==> src/rtl/komut_pkg.sv <==
// Shared types and constants for the instruction-decode stage: opcodes,
// instruction-class enum and the decoded-bundle record.
package komut_pkg;

  localparam logic [6:0] OP_R = 7'b0000001;
  localparam logic [6:0] OP_I = 7'b0000011;
  localparam logic [6:0] OP_U = 7'b0000111;
  localparam logic [6:0] OP_B = 7'b0001111;

  // Widest legal XLEN; narrower builds leave the upper immediate bits at zero.
  localparam int IMM_W = 64;

  typedef enum logic [2:0] {
    TIP_R,
    TIP_I,
    TIP_U,
    TIP_B,
    TIP_GECERSIZ
  } komut_tipi_t;

  typedef struct packed {
    logic [6:0]       opcode;
    logic [3:0]       aluop;
    logic [4:0]       rs1;
    logic [4:0]       rs2;
    logic [4:0]       rd;
    logic [IMM_W-1:0] imm;
    logic             hata;
  } cozum_t;

  function automatic komut_tipi_t tip_bul(input logic [6:0] op);
    case (op)
      OP_R:    return TIP_R;
      OP_I:    return TIP_I;
      OP_U:    return TIP_U;
      OP_B:    return TIP_B;
      default: return TIP_GECERSIZ;
    endcase
  endfunction

endpackage

==> src/rtl/komut_cozucu_asama_yazmac_dosyasi.sv <==
// Integer register file: two combinational read ports, one write port,
// x0 hard-wired to zero, every register cleared by synchronous reset.
module yazmac_dosyasi
  import komut_pkg::*;
#(
  parameter int XLEN = 32,
  parameter int NREG = 32,
  parameter int AW   = $clog2(NREG)
) (
  input  logic            clk,
  input  logic            reset,
  input  logic            we,
  input  logic [AW-1:0]   waddr,
  input  logic [XLEN-1:0] wdata,
  input  logic [AW-1:0]   raddr1,
  input  logic [AW-1:0]   raddr2,
  output logic [XLEN-1:0] rdata1,
  output logic [XLEN-1:0] rdata2
);

  logic [XLEN-1:0] regs [NREG];

  always_ff @(posedge clk) begin
    if (reset) begin
      for (int i = 0; i < NREG; i++) regs[i] <= '0;
    end else if (we && waddr != '0) begin
      regs[waddr] <= wdata;
    end
  end

  assign rdata1 = (raddr1 == '0) ? '0 : regs[raddr1];
  assign rdata2 = (raddr2 == '0) ? '0 : regs[raddr2];

endmodule

==> src/rtl/komut_cozucu_asama.sv <==
// Pipelined decode stage: decodes komut at accept, reads operands with
// write-back bypass, and presents one registered bundle to the ALU.
module komut_cozucu_asama
  import komut_pkg::*;
#(
  parameter  int XLEN     = 32,
  parameter  int NREG     = 32,
  parameter  int SIGN_EXT = 1,
  localparam int AW       = $clog2(NREG)
) (
  input  logic            clk,
  input  logic            reset,
  input  logic            in_valid,
  output logic            in_ready,
  input  logic [31:0]     komut,
  input  logic            wb_en,
  input  logic [AW-1:0]   wb_addr,
  input  logic [XLEN-1:0] wb_data,
  output logic            out_valid,
  input  logic            out_ready,
  output logic [6:0]      opcode,
  output logic [3:0]      aluop,
  output logic [4:0]      rs1,
  output logic [4:0]      rs2,
  output logic [4:0]      rd,
  output logic [XLEN-1:0] rs1_data,
  output logic [XLEN-1:0] rs2_data,
  output logic [XLEN-1:0] imm,
  output logic            hata,
  output logic [15:0]     hata_sayac
);

  function automatic logic [XLEN-1:0] ext12(input logic [11:0] v);
    logic s;
    s = (SIGN_EXT != 0) && v[11];
    return {{(XLEN-12){s}}, v};
  endfunction

  function automatic logic [XLEN-1:0] ext13(input logic [12:0] v);
    logic s;
    s = (SIGN_EXT != 0) && v[12];
    return {{(XLEN-13){s}}, v};
  endfunction

  function automatic logic [15:0] sat_inc(input logic [15:0] v);
    return (v == 16'hFFFF) ? v : v + 16'd1;
  endfunction

  komut_tipi_t     tip;
  cozum_t          coz_p0;
  logic [XLEN-1:0] rs1_data_p0, rs2_data_p0;
  logic [XLEN-1:0] rf_rd1, rf_rd2;
  logic [AW-1:0]   ra1, ra2;
  logic [4:0]      wb_idx;
  logic            accept;

  cozum_t          coz_p1;
  logic [XLEN-1:0] rs1_data_p1, rs2_data_p1;
  logic            vld_p1;
  logic            unused_imm;

  assign in_ready = !vld_p1 || out_ready;
  assign accept   = in_valid && in_ready;

  // Stage p0: decode and operand read on the incoming komut
  always_comb begin
    tip           = tip_bul(komut[6:0]);
    coz_p0        = '0;
    coz_p0.opcode = komut[6:0];
    case (tip)
      TIP_R: begin
        coz_p0.aluop = {komut[30], komut[14:12]};
        coz_p0.rs1   = komut[19:15];
        coz_p0.rs2   = komut[24:20];
        coz_p0.rd    = komut[11:7];
      end
      TIP_I: begin
        coz_p0.aluop = {1'b0, komut[14:12]};
        coz_p0.rs1   = komut[19:15];
        coz_p0.rd    = komut[11:7];
        coz_p0.imm   = IMM_W'(ext12(komut[31:20]));
      end
      TIP_U: begin
        coz_p0.rd  = komut[11:7];
        coz_p0.imm = IMM_W'(komut[31:12]);
      end
      TIP_B: begin
        coz_p0.aluop = {1'b0, komut[14:12]};
        coz_p0.rs1   = komut[19:15];
        coz_p0.rs2   = komut[24:20];
        coz_p0.imm   = IMM_W'(ext13({komut[31:25], komut[11:7], 1'b0}));
      end
      default: coz_p0.hata = 1'b1;
    endcase
    // Unused index fields are zero, so checking all three covers only the used ones.
    if ({1'b0, coz_p0.rs1} >= 6'(NREG) || {1'b0, coz_p0.rs2} >= 6'(NREG) ||
        {1'b0, coz_p0.rd} >= 6'(NREG))
      coz_p0.hata = 1'b1;

    wb_idx      = 5'(wb_addr);
    rs1_data_p0 = '0;
    rs2_data_p0 = '0;
    if (!coz_p0.hata && coz_p0.rs1 != 5'd0)
      rs1_data_p0 = (wb_en && wb_idx == coz_p0.rs1) ? wb_data : rf_rd1;
    if (!coz_p0.hata && coz_p0.rs2 != 5'd0)
      rs2_data_p0 = (wb_en && wb_idx == coz_p0.rs2) ? wb_data : rf_rd2;
  end

  assign ra1 = coz_p0.rs1[AW-1:0];
  assign ra2 = coz_p0.rs2[AW-1:0];

  yazmac_dosyasi #(
    .XLEN (XLEN),
    .NREG (NREG),
    .AW   (AW)
  ) u_yazmac (
    .clk    (clk),
    .reset  (reset),
    .we     (wb_en),
    .waddr  (wb_addr),
    .wdata  (wb_data),
    .raddr1 (ra1),
    .raddr2 (ra2),
    .rdata1 (rf_rd1),
    .rdata2 (rf_rd2)
  );

  // Stage p1: registered bundle, held while the consumer stalls
  always_ff @(posedge clk) begin
    if (reset) begin
      vld_p1      <= 1'b0;
      coz_p1      <= '0;
      rs1_data_p1 <= '0;
      rs2_data_p1 <= '0;
      hata_sayac  <= '0;
    end else if (accept) begin
      vld_p1      <= 1'b1;
      coz_p1      <= coz_p0;
      rs1_data_p1 <= rs1_data_p0;
      rs2_data_p1 <= rs2_data_p0;
      if (coz_p0.hata) hata_sayac <= sat_inc(hata_sayac);
    end else if (out_ready) begin
      vld_p1 <= 1'b0;
    end
  end

  assign out_valid  = vld_p1;
  assign opcode     = coz_p1.opcode;
  assign aluop      = coz_p1.aluop;
  assign rs1        = coz_p1.rs1;
  assign rs2        = coz_p1.rs2;
  assign rd         = coz_p1.rd;
  assign imm        = coz_p1.imm[XLEN-1:0];
  assign hata       = coz_p1.hata;
  assign rs1_data   = rs1_data_p1;
  assign rs2_data   = rs2_data_p1;
  assign unused_imm = ^coz_p1.imm;

endmodule

==> config.mk <==
export PLATFORM = sky130hd
export DESIGN_NAME = komut_cozucu_asama
export DESIGN_NICKNAME = d
export VERILOG_FILES = /design/src/rtl/komut_pkg.sv /design/src/rtl/komut_cozucu_asama_yazmac_dosyasi.sv /design/src/rtl/komut_cozucu_asama.sv
export SDC_FILE = /design/constraint.sdc
export NUM_CORES = 2
export LEC_CHECK = 0
export ABC_AREA = 1
export ABC_CLOCK_PERIOD_IN_PS = 2950
export CAP_MARGIN = 30
export CORE_MARGIN = 5
export CORE_UTILIZATION = 49
export DETAILED_ROUTE_END_ITERATION = 12
export PLACE_DENSITY = 0.69
export SLEW_MARGIN = 40
export SYNTH_ARGS = -nofsm -noshare
export SYNTH_HDL_FRONTEND = slang
export SYNTH_SLANG_ARGS = --single-unit
==> constraint.sdc <==
create_clock -name clk -period 2.95 [get_ports clk]
set_clock_uncertainty 0.2 [all_clocks]
set_input_delay 0.59 -clock clk [delete_from_list [all_inputs] [get_ports clk]]
set_output_delay 0.59 -clock clk [all_outputs]
set_load 0.01 [all_outputs]
==> impl_metrics.env <==
export IMPL_numCtsBuffers=132
export IMPL_ys_async_sr_fraction=0
export IMPL_globalplace_congestion=1.000
export IMPL_relSlewSlack=0.4266
export IMPL_design_portCount=215
export IMPL_synth_seq_cells=1153
export IMPL_globalRouteTotalUtil=0.4075
export IMPL_drt_pass1_iter_count=9
export IMPL_number_of_remaining_drc_errors=0
export IMPL_syn_area_per_cell_um2=7.922
export IMPL_netSwitchingFraction=0.2556
export IMPL_fp_dieArea_um2=135100
export IMPL_synth_edff_count=1024
export IMPL_cap_violations=0
export IMPL_drt_wl_total_um=285900
export IMPL_power_net_switching_mw=10.19
export IMPL_placement_io_buffers=214
export IMPL_final_cell_area_excluding_filler_cells_um2=78060
export IMPL_power_frac_seq=0.478
export IMPL_timing_setup_critical_path_class="in -> reg"
export IMPL_pwr_share_comb=0.098
export IMPL_htree_levels=4
export IMPL_cp_arrival_ns=3.38
export IMPL_layout_cells_most_common="nand2_1"
export IMPL_final_min_clock_period_ns=2.940
export IMPL_hold_buffers=0
export IMPL_core_rowCount=131
export IMPL_fp_dieW_um=367.6
export IMPL_slew_violations=0
export IMPL_finalCritPeriodShare=0.9967
export IMPL_synth_top_flop_cell="edfxtp_1"
export IMPL_cp_slowest_stage_delay_ns=0.47
export IMPL_power_static_leakage_nw=31.99
export IMPL_worst_setup_hold_path_clk_slew_ns=0.06
export IMPL_clkSinkCount=1153
export IMPL_syn_instance_count=7910
export IMPL_clkLatencyLatePin_ns=0.79
export IMPL_drt_antenna_violating_nets=0
export IMPL_fmax_ghz=0.3401
export IMPL_place_detailed_hpwl_um=181500
export IMPL_vdd_ir_drop_worst_mv=0.6485
export IMPL_outcome="finished, final reports clean"
export IMPL_drive_gt1_frac=0.1296
export IMPL_gr_total_overflow=0
export IMPL_finalNetCount=8423
export IMPL_critical_path_cell_chain="clkdlybuf4s50_1 > inv_2 > nand2_1 > nor2_4 > buf_4 > nand2_4 > nand2_4 > buf_4 > nand2_4 > clkinv_2 > buf_12 > buf_4 > nand3_1 > nand3_1 > nand2_1 > nand3_1 > nand2_1 > a21oi_1"
export IMPL_critical_path_maximum_fanout=17
export IMPL_final_util=0.6129
export IMPL_power_frac_clock=0.424
export IMPL_avgViaCountPerCell=6.529
export IMPL_hold_viol=0
export IMPL_avgRoutedWirePerCell_um=28.24
export IMPL_initial_antenna_violation_count=7
export IMPL_syn_cell_area_um2=62660
export IMPL_yosysUniqueCellTypes=44
export IMPL_dpl_instance_area_um2=73460
export IMPL_cpLargestDelayFamily="buffers and inverters"
export IMPL_clock_root_buffer="clkbuf_16"
export IMPL_floorplan_die_height_um=367.6
export IMPL_crit_path_end_kind="flip-flop"
export IMPL_synthToLayoutAreaGrowth_pct=24.57
export IMPL_wire_length_of_the_first_global_routing_pass_um=409800
export IMPL_seq_area_frac_synth=0.5319
export IMPL_fp_coreArea_um2=127400
export IMPL_most_frequent_cells_in_the_layout="nand2_1, nand3_1, nor2_1, edfxtp_1, buf_4"
export IMPL_route_vias_total=66101
export IMPL_tritoncts="done"
export IMPL_slowest_stage="clkdlybuf4s50_1"
export IMPL_synth_warnings=0
export IMPL_timing_critical_path_buf_inv=7
export IMPL_floorplan_initialDensity=0.4920
export IMPL_power_internal_mw=29.67
export IMPL_grt_max_degree=80
export IMPL_setup_viol=0
export IMPL_worst_slew_pin_transition_ns=0.8601
export IMPL_number_of_global_route_vias_before_repair=62261
export IMPL_ctsLongestPathBuffers=3
export IMPL_p_per_area_nw_per_um2=510.6
export IMPL_fin_setup_tns_ns=0
export IMPL_drtIter0Drc=13475
export IMPL_worstSetupStartpointType="primary input"
export IMPL_worst_hold_path_class="in -> reg"
export IMPL_worst_ep_required_time_ns=3.39
worst reg2reg max path, stage by stage, from the launching register on:
cell and delay (ns):
dfxtp_1 0.40, ha_1 0.23, nand4_1 0.19, nor3_1 0.34, nand4_1 0.16, nand3_1 0.12
clkinv_1 0.16, nand3_1 0.17, inv_1 0.08, a21oi_1 0.13, nor3_1 0.06
per-stage QoR:
| step | setup WS (ns) | power, mW | hold WS [ns] | instances |
|---|---|---|---|---|
| floorplan | -0.1835 | 21.10 | 0.2900 | 7941 |
| global placement | -0.7549 | 22.95 | 0.2517 | 9864 |
| detailed placement | -0.7320 | 23.04 | 0.2561 | 9865 |
| CTS | 0.08238 | 39.63 | 0.1004 | 10108 |
| global route | -0.008556 | 40.77 | 0.1228 | 10120 |
| finish | 0.009721 | 39.86 | 0.1392 | 10124 |
registers in the layout, indices dropped and copies added (netlist names):
name,cells
rs1,5
rs2,5
aluop,4
out_valid,1
rs2_data,32
rd,5
hata_sayac,16
rs1_data,32
hata,1
opcode,7
imm,21
u_yazmac.regs,1024
synthesized netlist by cell type (14+ instances only):
library cell	n	area share
clkinv_1	17	0.0010
buf_4	26	0.0031
nand2_1	2255	0.14
dfxtp_1	129	0.041
o211ai_1	88	0.011
nor2_1	1161	0.070
edfxtp_1	1024	0.49
o21ai_0	52	0.0042
clkbuf_1	405	0.024
nand3_1	1895	0.15
a21oi_1	262	0.021
nor3_1	21	0.0017
inv_1	178	0.011
buf_1	43	0.0026
o2111ai_1	14	0.0020
buf_2	243	0.019
worst paths after layout:
check	start	endpoint	slack, ns	depth (start not counted)
max	komut[5]	rs2_data[22]	0.01	18
min reg2reg	rs1_data[10]	rs1_data[10]	0.26	2
min	reset	rd[4]	0.14	3
max reg2reg	hata_sayac[0]	hata_sayac[14]	0.59	10
metal layers:
metal  share of wire  vias to the layer above  wire [um]  GRT usage
met1            0.33                    30308      93230     0.5114
met5         0.00032                        -         92   0.002493
met2            0.42                     6622     118800     0.6010
met4           0.082                        8      23550     0.2611
met3            0.18                     1683      50260     0.1408
li1                -                    27480          -          -
power groups by stage:
stage / clock (mW) / combinational [mW] / sequential, mW
after floorplan: 0 / 1.88 / 19.2
after detailed placement: 0 / 3.69 / 19.3
final: 16.9 / 3.89 / 19.1
after CTS: 16.9 / 3.72 / 19.0
after global routing: 17.6 / 4.05 / 19.1
after global placement: 0 / 3.63 / 19.3
repair_timing:
| item | CTS | global route |
|---|---|---|
| endpoints found under the setup margin | 0 | 38 |
| buffers inserted | 0 | 7 |
| gates resized for setup | 0 | 14 |
layout make-up:
class	instances	area, um^2
fill	10532	49290
sequential	1153	33330
multi-input combinational	5856	25800
timing repair buffer	999	11650
clock buffer	176	3709
tap	1662	2079
inverter	206	805.8
clock inverter	67	676.9
antenna	5	12.51
cells by family after synthesis:
| logic type | synth area share |
|---|---|
| buf+inv | 0.06350 |
| fa+ha+maj | 0.0001996 |
| flops | 0.5319 |
| xor+xnor | 0.0008386 |
| simple gates | 0.3631 |
| other cells | 0.00005984 |
| compound gates | 0.04033 |
Note: power is estimated with default switching activity, not from simulation.
